## src/rtl/ram_arbiter_128x8.sv

```systemverilog
// ram_arbiter_128x8: clears a 128x8 single-port RAM after reset, then round-robin shares it between two clients
module ram_arbiter_128x8 #(
  parameter int DATA_W = 8,
  parameter int ADDR_W = 7,
  parameter logic [DATA_W-1:0] INIT_VAL = 8'h00
) (
  input  logic              clk_i,
  input  logic              reset_i,
  input  logic              req0_i,
  input  logic              req1_i,
  input  logic              we0_i,
  input  logic              we1_i,
  input  logic [ADDR_W-1:0] addr0_i,
  input  logic [ADDR_W-1:0] addr1_i,
  input  logic [DATA_W-1:0] wdata0_i,
  input  logic [DATA_W-1:0] wdata1_i,
  output logic              gnt0_o,
  output logic              gnt1_o,
  output logic              rvalid0_o,
  output logic              rvalid1_o,
  output logic [DATA_W-1:0] rdata0_o,
  output logic [DATA_W-1:0] rdata1_o,
  output logic              init_done_o,
  output logic [DATA_W-1:0] ram_data_o,
  output logic [ADDR_W-1:0] ram_addr_o,
  output logic              ram_en_o,
  input  logic [DATA_W-1:0] ram_q_i
);
  typedef enum logic {INIT, ARB} state_t;
  state_t state_q, state_d;
  logic [ADDR_W-1:0] cnt_q, cnt_d;
  logic ptr_q, ptr_d, init_done_q, init_done_d;
  logic rvalid0_q, rvalid0_d, rvalid1_q, rvalid1_d;
  logic [DATA_W-1:0] rdata0_q, rdata0_d, rdata1_q, rdata1_d;
  logic arb, gnt0, gnt1, wr0, wr1;
  // grant, RAM port mux and next-state; ram_en is gated by reset so no write lands while it is held
  always_comb begin
    arb = state_q == ARB;
    gnt0 = arb & req0_i & (~req1_i | ~ptr_q);
    gnt1 = arb & req1_i & (~req0_i | ptr_q);
    wr0 = gnt0 & we0_i;
    wr1 = gnt1 & we1_i;
    ram_addr_o = !arb ? cnt_q : gnt0 ? addr0_i : gnt1 ? addr1_i : '0;
    ram_data_o = !arb ? INIT_VAL : wr0 ? wdata0_i : wr1 ? wdata1_i : '0;
    ram_en_o = ~reset_i & (~arb | wr0 | wr1);
    state_d = (!arb && &cnt_q) ? ARB : state_q;
    init_done_d = init_done_q | (~arb & (&cnt_q));
    cnt_d = arb ? cnt_q : cnt_q + 1'b1;
    ptr_d = gnt0 ? 1'b1 : gnt1 ? 1'b0 : ptr_q;
    rvalid0_d = gnt0 & ~we0_i;
    rvalid1_d = gnt1 & ~we1_i;
    rdata0_d = rvalid0_d ? ram_q_i : rdata0_q;
    rdata1_d = rvalid1_d ? ram_q_i : rdata1_q;
  end
  // state, sweep counter, priority pointer and registered read returns
  always_ff @(posedge clk_i or posedge reset_i) begin
    if (reset_i) begin
      state_q <= INIT;
      cnt_q <= '0;
      ptr_q <= 1'b0;
      init_done_q <= 1'b0;
      rvalid0_q <= 1'b0;
      rvalid1_q <= 1'b0;
      rdata0_q <= '0;
      rdata1_q <= '0;
    end else begin
      state_q <= state_d;
      cnt_q <= cnt_d;
      ptr_q <= ptr_d;
      init_done_q <= init_done_d;
      rvalid0_q <= rvalid0_d;
      rvalid1_q <= rvalid1_d;
      rdata0_q <= rdata0_d;
      rdata1_q <= rdata1_d;
    end
  end
  assign gnt0_o = gnt0;
  assign gnt1_o = gnt1;
  assign rvalid0_o = rvalid0_q;
  assign rvalid1_o = rvalid1_q;
  assign rdata0_o = rdata0_q;
  assign rdata1_o = rdata1_q;
  assign init_done_o = init_done_q;
endmodule

```

## config.mk

```make
export PLATFORM = sky130hd
export DESIGN_NAME = ram_arbiter_128x8
export DESIGN_NICKNAME = d
export VERILOG_FILES = /design/src/rtl/ram_arbiter_128x8.sv
export SDC_FILE = /design/constraint.sdc
export NUM_CORES = 1
export LEC_CHECK = 0
export ABC_CLOCK_PERIOD_IN_PS = 1700
export BUFFER_PORTS_ARGS = -buffer_cell sky130_fd_sc_hd__buf_2
export CORE_MARGIN = 3
export CORE_UTILIZATION = 30
export CTS_BUF_LIST = sky130_fd_sc_hd__clkbuf_8
export DETAILED_ROUTE_END_ITERATION = 12
export PLACE_DENSITY = 0.65
export SYNTH_ARGS = -nofsm -noshare
export SYNTH_HDL_FRONTEND = slang
export SYNTH_SLANG_ARGS = --single-unit
```

## constraint.sdc

```tcl
create_clock -name clk_i -period 1.7 [get_ports clk_i]
set_clock_uncertainty 0.2 [all_clocks]
set_input_delay 0.34 -clock clk_i [delete_from_list [all_inputs] [get_ports clk_i]]
set_output_delay 0.34 -clock clk_i [all_outputs]
set_load 0.01 [all_outputs]
```

# Word-level counts from Yosys, hierarchy flattened
# Cells that the tools add are included.
dict set report totals {
  reg_bits 28
  input_bits 44
  elab_cells 43
}
dict set report op_classes {
  addsub 1
  mux 8
  bitwise_logic 22
  n_reduce_logical 4
}
# cell count
set ops {}
lappend ops {{$mux W8} 3}
lappend ops {{$mux W7} 3}
lappend ops {{$and A1 B1 Y1} 10}
lappend ops {{$add A7 B1 Y7 const B} 1}
lappend ops {{$not A1 Y1} 7}
lappend ops {{$reduce_and A7 Y1} 1}
lappend ops {{$or A1 B1 Y1} 5}
lappend ops {{$mux W1} 2}
lappend ops {{$reduce_bool A2 Y1} 1}
lappend ops {{$logic_and A1 B1 Y1} 1}
lappend ops {{$logic_not A1 Y1} 1}

# Depth between registers and ports, before layout
# Gate-level depths: netlist of run 1.
dict set report logic_depth {
  ltp_word 7
  depth_mapped 5
  mapped_depth_nobuf 4
}

# Least setup slack after synthesis of run 1
# Ideal clock, no wire load.
dict set report synth_path {
  path_type {flip-flop to output port}
  start {register state_q (netlist: arb)}
  end {output ram_addr_o[0]}
  arrival_ps 1283
  t_required_ps 1160
  setup_slack_ps -123
  stages_incl_launch_ff 5
  path_cell_list {dfrtp_1 clkbuf_2 nand2_1 a21oi_1 a221o_1}
}
# element line
set synth_rtl {}
lappend synth_rtl {{start: declaration} 30} ;# state_t state_q, state_d;
lappend synth_rtl {{start signal: assignment} 67} ;# state_q <= state_d;
lappend synth_rtl {{$and A1 B1 Y1 (2 in series)} 39} ;# gnt0 = arb & req0_i & (~req1_i | ~ptr_q);
lappend synth_rtl {{named net gnt0_o} 17} ;# output logic gnt0_o,
lappend synth_rtl {{$mux W7 (2 in series)} 43} ;# ram_addr_o = !arb ? cnt_q : gnt0 ? addr0_i : gnt1 ? addr1_i : '0;
lappend synth_rtl {{end: declaration} 25} ;# output logic [ADDR_W-1:0] ram_addr_o,
# The timed path passes the listed nets, and every way through them passes these cells.

# Worst setup path after layout of run 1
dict set report layout_path {
  start {register ptr_q}
  end {output ram_data_o[6]}
}
dict set report layout_via {
  elab_chain_len 6
}
# element line
set layout_lines {}
lappend layout_lines {{start: declaration} 32} ;# logic ptr_q, ptr_d, init_done_q, init_done_d;
lappend layout_lines {{start signal: assignment} 69} ;# ptr_q <= ptr_d;
lappend layout_lines {{$or A1 B1 Y1 / $not A1 Y1 (equally long branches)} {40, 39}}
lappend layout_lines {{$and A1 B1 Y1 / $or A1 B1 Y1 (equally long branches)} {40, 39}}
lappend layout_lines {{$and A1 B1 Y1, on equally long branches} {42, 39}}
lappend layout_lines {{$mux W8 / $and A1 B1 Y1 (equally long branches)} {44, 41}}
lappend layout_lines {{$mux W8 * (2 in series)} 44} ;# ram_data_o = !arb ? INIT_VAL : wr0 ? wdata0_i : wr1 ? wdata1_i : '0;
lappend layout_lines {{end: declaration} 24} ;# output logic [DATA_W-1:0] ram_data_o,
# Every way passes the cells marked *; elsewhere a longest branch is shown, timed or not.

==> run summary, run 1 <==
Status -> finished, violations left
Violations in the final reports -> negative setup slack
Pin slew with the least headroom to its limit -> 352 ps
Critical setup path kind -> register to output port
Core footprint -> 4120 sq um
Clk_lat worst skew -> 260 ps
Overall fraction of global-route tracks in use -> 12.8%
Worst-path cell with the longest stage delay -> sky130_fd_sc_hd__dfrtp_1
Wire length after detailed routing -> 3420 um
Layout net count -> 247
Residual DRC count -> 0
Main area contributors after synthesis -> sky130_fd_sc_hd__dfrtp_1 53%, sky130_fd_sc_hd__mux2_2 14%, sky130_fd_sc_hd__a22o_1 6.0%
P per Cell Area -> 557 nW/um^2
Number of flops mapped to enable cells by yosys -> 0
CTS sink cnt -> 28
Average via count per standard cell -> 4.76
Buf+Inv Stages, Crit Path -> 2
First-pass GRT wire length -> 5380 um
Signal arrival time at the worst endpoint -> 1450 ps
Vertical die dimension -> 72.4 um
Post-synthesis instance area -> 1320 sq um
Final global-route overflow total -> 0
Clk Tree Root Cell -> sky130_fd_sc_hd__clkbuf_8
Post-synthesis area per instance -> 12.7 sq um
Data required, critical path -> 1160 ps
Die boundary width -> 72.4 um
Antenna cells -> 0
Async set or reset register ratio after synthesis -> 100%
Total Power -> 1.16 mW
Final standard cell count with taps included and fillers excluded -> 251
Crit path launch type -> register
Worst ir drop on vdd -> 0.000596 V
Kind of cell with the highest combined delay on the critical path -> flip-flops
Count of input and output buffers -> 80
Min Clock Period, post-route -> 1990 ps
Area growth from synthesis to final layout -> 57.0%
Clk pin slew, worst setup/hold paths -> 90 ps
Maximum buffer depth of the clock tree -> 2
Largest stage delay on the critical path -> 430 ps
Cell Count Post-Placement -> 242
Antenna Nets Post-Route -> 0
Final setup violation count -> 22
Effective utilization at floorplan -> 32.2%
DR WL/cell -> 13.6 um
DIE AREA -> 5250 sq um
Achievable clock frequency -> 0.502 GHz
Cts bufs inserted -> 3
Number of antenna violations at the first check in global routing -> 0
Share of Yosys cell area claimed by the top area cell type -> 52.9%
Final worst slack -> -291 ps
Number of H-tree levels -> 1
Top-Level Pins -> 81
Layout cell share with drive strength beyond 1 -> 63.2%
Maximum number of pins on one net before global-route repair -> 29
Critical Path, Cell by Cell -> nor2b_4, nor3b_4, buf_4, a22o_1, buf_2
Part of the Yosys area used for sequential elements -> 52.9%
Synthesis Warnings -> 0
Total number of vias -> 1195
Clock tree from TritonCTS -> done
Worst hold-check path type -> input pin to register
Post-synthesis instance total -> 104
Highest net fanout along the worst path -> 3
Distinct cell type count after synthesis -> 27
Initial detailed-routing violation count -> 22
Most area-hungry cell type in the Yosys netlist -> sky130_fd_sc_hd__dfrtp_1
Number of placement rows -> 23
Number of global-route vias before repair -> 1236
Number of register bits inferred by synthesis -> 28
Synthesized netlist net count -> 149
Count of final hold-check violations -> 0
Number of maximum-capacitance violations -> 0
Unrepaired setup endpoints after global routing -> true
Final RePlAce weighted congestion -> 0.755
Headroom to the max-slew limit -> 76.5%
Detailed-routing iteration count for the pre-antenna-repair pass -> 4
Reported leakage power -> 1.16 nW
Capturing element type of the critical path -> output port
Max Transition Viols Final -> 0
Total half-perimeter wirelength after legalization and detailed placement -> 2590 um
Dominant register cell in the synthesized netlist -> sky130_fd_sc_hd__dfrtp_1
Final critical-path share of the clock period -> 117%
==> area by class of cell <==
cell class,count,area [sq um]
timing repair buffer,98,583
inverter,2,7.51
clock buffer,4,55.1
multi-input combinational,69,668
tap,50,62.6
fill,389,2040
sequential,28,702
==> cells by family (layout without fill, tap and decap cells) <==
kind of cell	count (synthesis)	after routing	synth area share, %
AOI/OAI and AO/OA	20	20	13.2
adders and majority gates	1	1	0.945
DFF	28	28	52.9
muxes	17	17	14.5
buffers and inverters	7	104	2.27
xor gates and xnor gates	6	6	3.97
and+or+nand+nor	25	25	12.2
==> state kept, by name, summed over array words and instances (netlist names) <==
register,count
rvalid1_o,1
rdata1_o,8
rdata0_o,8
cnt_q,7
init_done_o,1
ptr_q,1
arb,1
rvalid0_o,1
==> report_power, final <==
| part | switching (mW) | internal [mW] | total, mW |
|---|---|---|---|
| Sequential | 0 | 0.665 | 0.665 |
| Clock | 0.192 | 0.207 | 0.399 |
| Combinational | 0.0431 | 0.0508 | 0.0939 |
==> what timing repair did <==
| action | 4_1_cts | 5_1_grt |
|---|---|---|
| setup buffers | 2 | 1 |
| setup endpoints to repair | 18 | 34 |
| hold endpoints to repair | 28 | 0 |
| resized for setup | 8 | 13 |
| pin swaps | 9 | 6 |
| hold buffers | 1 | 0 |
| cloned | 0 | 1 |
==> through the flow <==
| step | hold WS [ps] | TNS (ps) | cell area [sq um] | utilization [%] | setup slack (ps) |
|---|---|---|---|---|---|
| 6_report | 110 | -4360 | 2080 | 50.5 | -291 |
| 5_1_grt | 97.3 | -6490 | 2080 | 50.5 | -355 |
| 4_1_cts | 105 | -4500 | 2000 | 48.5 | -305 |
| 3_5_place_dp | 241 | -3020 | 1890 | 45.9 | -198 |
| 3_3_place_gp | 236 | -3030 | 1890 | 45.9 | -192 |
| 2_1_floorplan | 205 | 0 | 1340 | - | 24.7 |
==> cells in the final DEF, fill, tap and decap left out, types with 4 or more instances in the layout <==
cell	Yosys	final
sky130_fd_sc_hd__buf_2	2	80
sky130_fd_sc_hd__dfrtp_1	28	27
sky130_fd_sc_hd__buf_4	0	11
sky130_fd_sc_hd__mux2_2	17	9
sky130_fd_sc_hd__a22o_1	9	9
sky130_fd_sc_hd__mux2_4	0	8
sky130_fd_sc_hd__a221o_1	7	7
sky130_fd_sc_hd__nor2b_1	7	6
sky130_fd_sc_hd__xnor2_1	4	4
sky130_fd_sc_hd__clkbuf_8	0	4
sky130_fd_sc_hd__buf_6	0	4
==> routing by layer <==
layer	GRT usage [%]	up-vias	part of all wire, %
li1	-	579	-
met1	14.7	569	42
met2	24.2	47	50
met3	3.19	0	8.0
met4	1.84	0	0
met5	0	-	0
==> synthesized netlist by cell type (2+ instances only) <==
master                      n
sky130_fd_sc_hd__nand3_1    2
sky130_fd_sc_hd__mux2_2    17
sky130_fd_sc_hd__a221o_1    7
sky130_fd_sc_hd__inv_1      2
sky130_fd_sc_hd__nand4b_1   2
sky130_fd_sc_hd__xor2_1     2
sky130_fd_sc_hd__dfrtp_1   28
sky130_fd_sc_hd__a22o_1     9
sky130_fd_sc_hd__a21o_1     2
sky130_fd_sc_hd__nor2_1     3
sky130_fd_sc_hd__xnor2_1    4
sky130_fd_sc_hd__nor2b_1    7
sky130_fd_sc_hd__buf_2      2
sky130_fd_sc_hd__nand2_1    4
==> worst paths after layout <==
check                                 from             to  slack (ps)  cells past startpoint
worst max-delay path                 ptr_q  ram_data_o[6]        -290                      5
worst min-delay path            ram_q_i[7]    rdata1_o[7]         110                      2
worst max register to register       ptr_q    rdata1_o[2]         -20                      6
worst min register to register    cnt_q[5]       cnt_q[5]         290                      1
max in group asynchronous          reset_i            arb         530                      4
min in group asynchronous          reset_i          ptr_q         490                      4
Note: power is estimated with default switching activity, not from simulation.
==> run 2, diff against run 1 <==
- CORE_MARGIN: 3 -> 5
- GPL_ROUTABILITY_DRIVEN: default -> 0
==> run summary, run 2 (synthesis results as in run 1) <==
Status -> finished, violations left (unchanged)
Violations in the final reports -> negative setup slack (unchanged)
Crit path launch type -> register (unchanged)
Most used cell, CP -> sky130_fd_sc_hd__buf_4
Total half-perimeter wirelength after legalization and detailed placement -> 2690 um (was 2590 um)
Maximum buffer depth of the clock tree -> 2 (unchanged)
P per Cell Area -> 594 nW/um^2 (was 557 nW/um^2)
Clk Tree Root Cell -> sky130_fd_sc_hd__clkbuf_8 (unchanged)
Worst hold-check path type -> input pin to register (unchanged)
Maximum number of pins on one net before global-route repair -> 29 (unchanged)
Top-Level Pins -> 81 (unchanged)
Clock tree from TritonCTS -> done (unchanged)
Final setup violation count -> 26 (was 22)
Number of maximum-capacitance violations -> 0 (unchanged)
Wire length after detailed routing -> 3810 um (was 3420 um)
Leading cell type in the layout, fill and taps excluded -> sky130_fd_sc_hd__buf_2 (unchanged)
Largest stage delay on the critical path -> 430 ps (about the same)
Residual DRC count -> 0 (unchanged)
Pin slew with the least headroom to its limit -> 368 ps (was 352 ps)
Overall fraction of global-route tracks in use -> 12.2% (was 12.8%)
DIE AREA -> 5840 sq um (was 5250 sq um)
Capturing element type of the critical path -> output port (unchanged)
DR WL/cell -> 14.7 um (was 13.6 um)
Min Clock Period, post-route -> 2030 ps (was 1990 ps)
Number of antenna violations at the first check in global routing -> 0 (unchanged)
Reported leakage power -> 1.19 nW (was 1.16 nW)
Clk_lat worst skew -> 270 ps (was 260 ps)
Average via count per standard cell -> 4.76 (about the same)
Area growth from synthesis to final layout -> 63.7% (was 57.0%)
Highest net fanout along the worst path -> 8 (was 3)
Final core utilization -> 50.1% (was 50.5%)
Count of final hold-check violations -> 0 (unchanged)
Worst ir drop on vdd -> 0.000319 V (was 0.000596 V)
Clk pin slew, worst setup/hold paths -> 100 ps (was 90 ps)
Critical setup path kind -> register to output port (unchanged)
Headroom to the max-slew limit -> 75.5% (was 76.5%)
Worst Hold Slack -> 106 ps (was 110 ps)
Cts bufs inserted -> 3 (unchanged)
Worst-path cell with the longest stage delay -> sky130_fd_sc_hd__dfrtp_1 (unchanged)
Total number of vias -> 1234 (was 1195)
Layout cell share with drive strength beyond 1 -> 64.3% (was 63.2%)
Final critical-path share of the clock period -> 119% (was 117%)
Max Transition Viols Final -> 0 (unchanged)
Unrepaired setup endpoints after global routing -> true (unchanged)
Number of placement rows -> 24 (was 23)
Antenna Nets Post-Route -> 0 (unchanged)
Cell Count Post-Placement -> 243 (was 242)
Critical Path, Cell by Cell -> buf_4, buf_4, and4_4, a22o_1, buf_2 (was nor2b_4, nor3b_4, buf_4, a22o_1, buf_2)
Data required, critical path -> 1160 ps (about the same)
Final worst slack -> -328 ps (was -291 ps)
Signal arrival time at the worst endpoint -> 1490 ps (was 1450 ps)
Final global-route overflow total -> 0 (unchanged)
Effective utilization at floorplan -> 30.6% (was 32.2%)
Worst setup slack after placement -> -265 ps (was -198 ps)
Antenna cells -> 0 (unchanged)
Vertical die dimension -> 76.4 um (was 72.4 um)
Final standard cell count with taps included and fillers excluded -> 259 (was 251)
Die boundary width -> 76.4 um (was 72.4 um)
First-pass GRT wire length -> 5980 um (was 5380 um)
Initial detailed-routing violation count -> 44 (was 22)
Layout net count -> 253 (was 247)
Detailed-routing iteration count for the pre-antenna-repair pass -> 4 (unchanged)
Number of H-tree levels -> 1 (unchanged)
Achievable clock frequency -> 0.493 GHz (was 0.502 GHz)
Count of input and output buffers -> 80 (unchanged)
Highest-count cells in the layout ignoring fill and taps -> 80 x sky130_fd_sc_hd__buf_2, 28 x sky130_fd_sc_hd__dfrtp_1, 15 x sky130_fd_sc_hd__mux2_4, 15 x sky130_fd_sc_hd__buf_4, 9 x sky130_fd_sc_hd__a22o_1 (was 80 x sky130_fd_sc_hd__buf_2, 27 x sky130_fd_sc_hd__dfrtp_1, 11 x sky130_fd_sc_hd__buf_4)
CTS sink cnt -> 28 (unchanged)
Number of global-route vias before repair -> 1295 (was 1236)
Core footprint -> 4320 sq um (was 4120 sq um)
run 2: cell types whose count changed in the layout (fill, tap and decap cells not counted), moves of 3 or more:
cell                     delta
sky130_fd_sc_hd__buf_6      +3
sky130_fd_sc_hd__mux2_4     +7
sky130_fd_sc_hd__buf_4      +4
sky130_fd_sc_hd__mux2_2     -7
run 2: through the flow:
stage	setup TNS (ps)	power, mW	instance area [sq um]
6_report	-5910	1.29	2170
2_1_floorplan	0	0.697	1340
3_3_place_gp	-3590	0.767	1880
3_5_place_dp	-4040	0.768	1880
5_1_grt	-8440	1.35	2170
4_1_cts	-5440	1.30	2090
run 2: layout make-up:
cell class	instances	area, sq um
multi-input cells	69	701
flip-flops and latches	28	701
clock buffers	3	41.3
inverters	2	7.51
fillers	410	2160
repair buffers	104	622
well taps	52	65.1
clock inverters	1	30.0
run 2: worst paths after layout:
kind                             start             to  slack, ps  cells past startpoint
setup / recovery                   arb  ram_data_o[0]       -330                      5
hold / removal              ram_q_i[2]    rdata1_o[2]        110                      2
setup reg to reg                   arb    rdata1_o[5]       -130                      7
hold reg to reg            init_done_o    init_done_o        270                      1
max in group asynchronous      reset_i       cnt_q[5]        530                      4
min in group asynchronous      reset_i    rdata1_o[5]        490                      4
run 2: timing repair:
| item | CTS | global route |
|---|---|---|
| cloned | 1 | 0 |
| gates resized for setup | 23 | 11 |
| setup endpoints to repair | 26 | 34 |
| hold endpoints to repair | 28 | 0 |
| pin swaps | 14 | 3 |
| setup buffers | 6 | 4 |
| hold buffers | 1 | 0 |
run 2: critical path: cells and delay by family, from the launching register on:
kind / cells / cell delay, ps
and+or+nand+nor: 1 / 170
DFF: 1 / 430
AOI/OAI and AO/OA: 1 / 200
buffers and inverters: 3 / 420
run 2: report_power, final:
part | total [mW] | internal [mW] | leakage, nW | switching, mW
Sequential | 0.665 | 0.665 | 0.377 | 0
Combinational | 0.0996 | 0.0543 | 0.779 | 0.0453
Clock | 0.523 | 0.315 | 0.0357 | 0.207
run 2: routing by layer:
layer | track usage [%] | wire length, um | vias to the layer above
met2 | 22.0 | 1930 | 52
li1 | - | - | 589
met3 | 4.49 | 338 | 0
met1 | 14.0 | 1540 | 593
met4 | 1.57 | 0 | 0
met5 | 0 | 0 | -
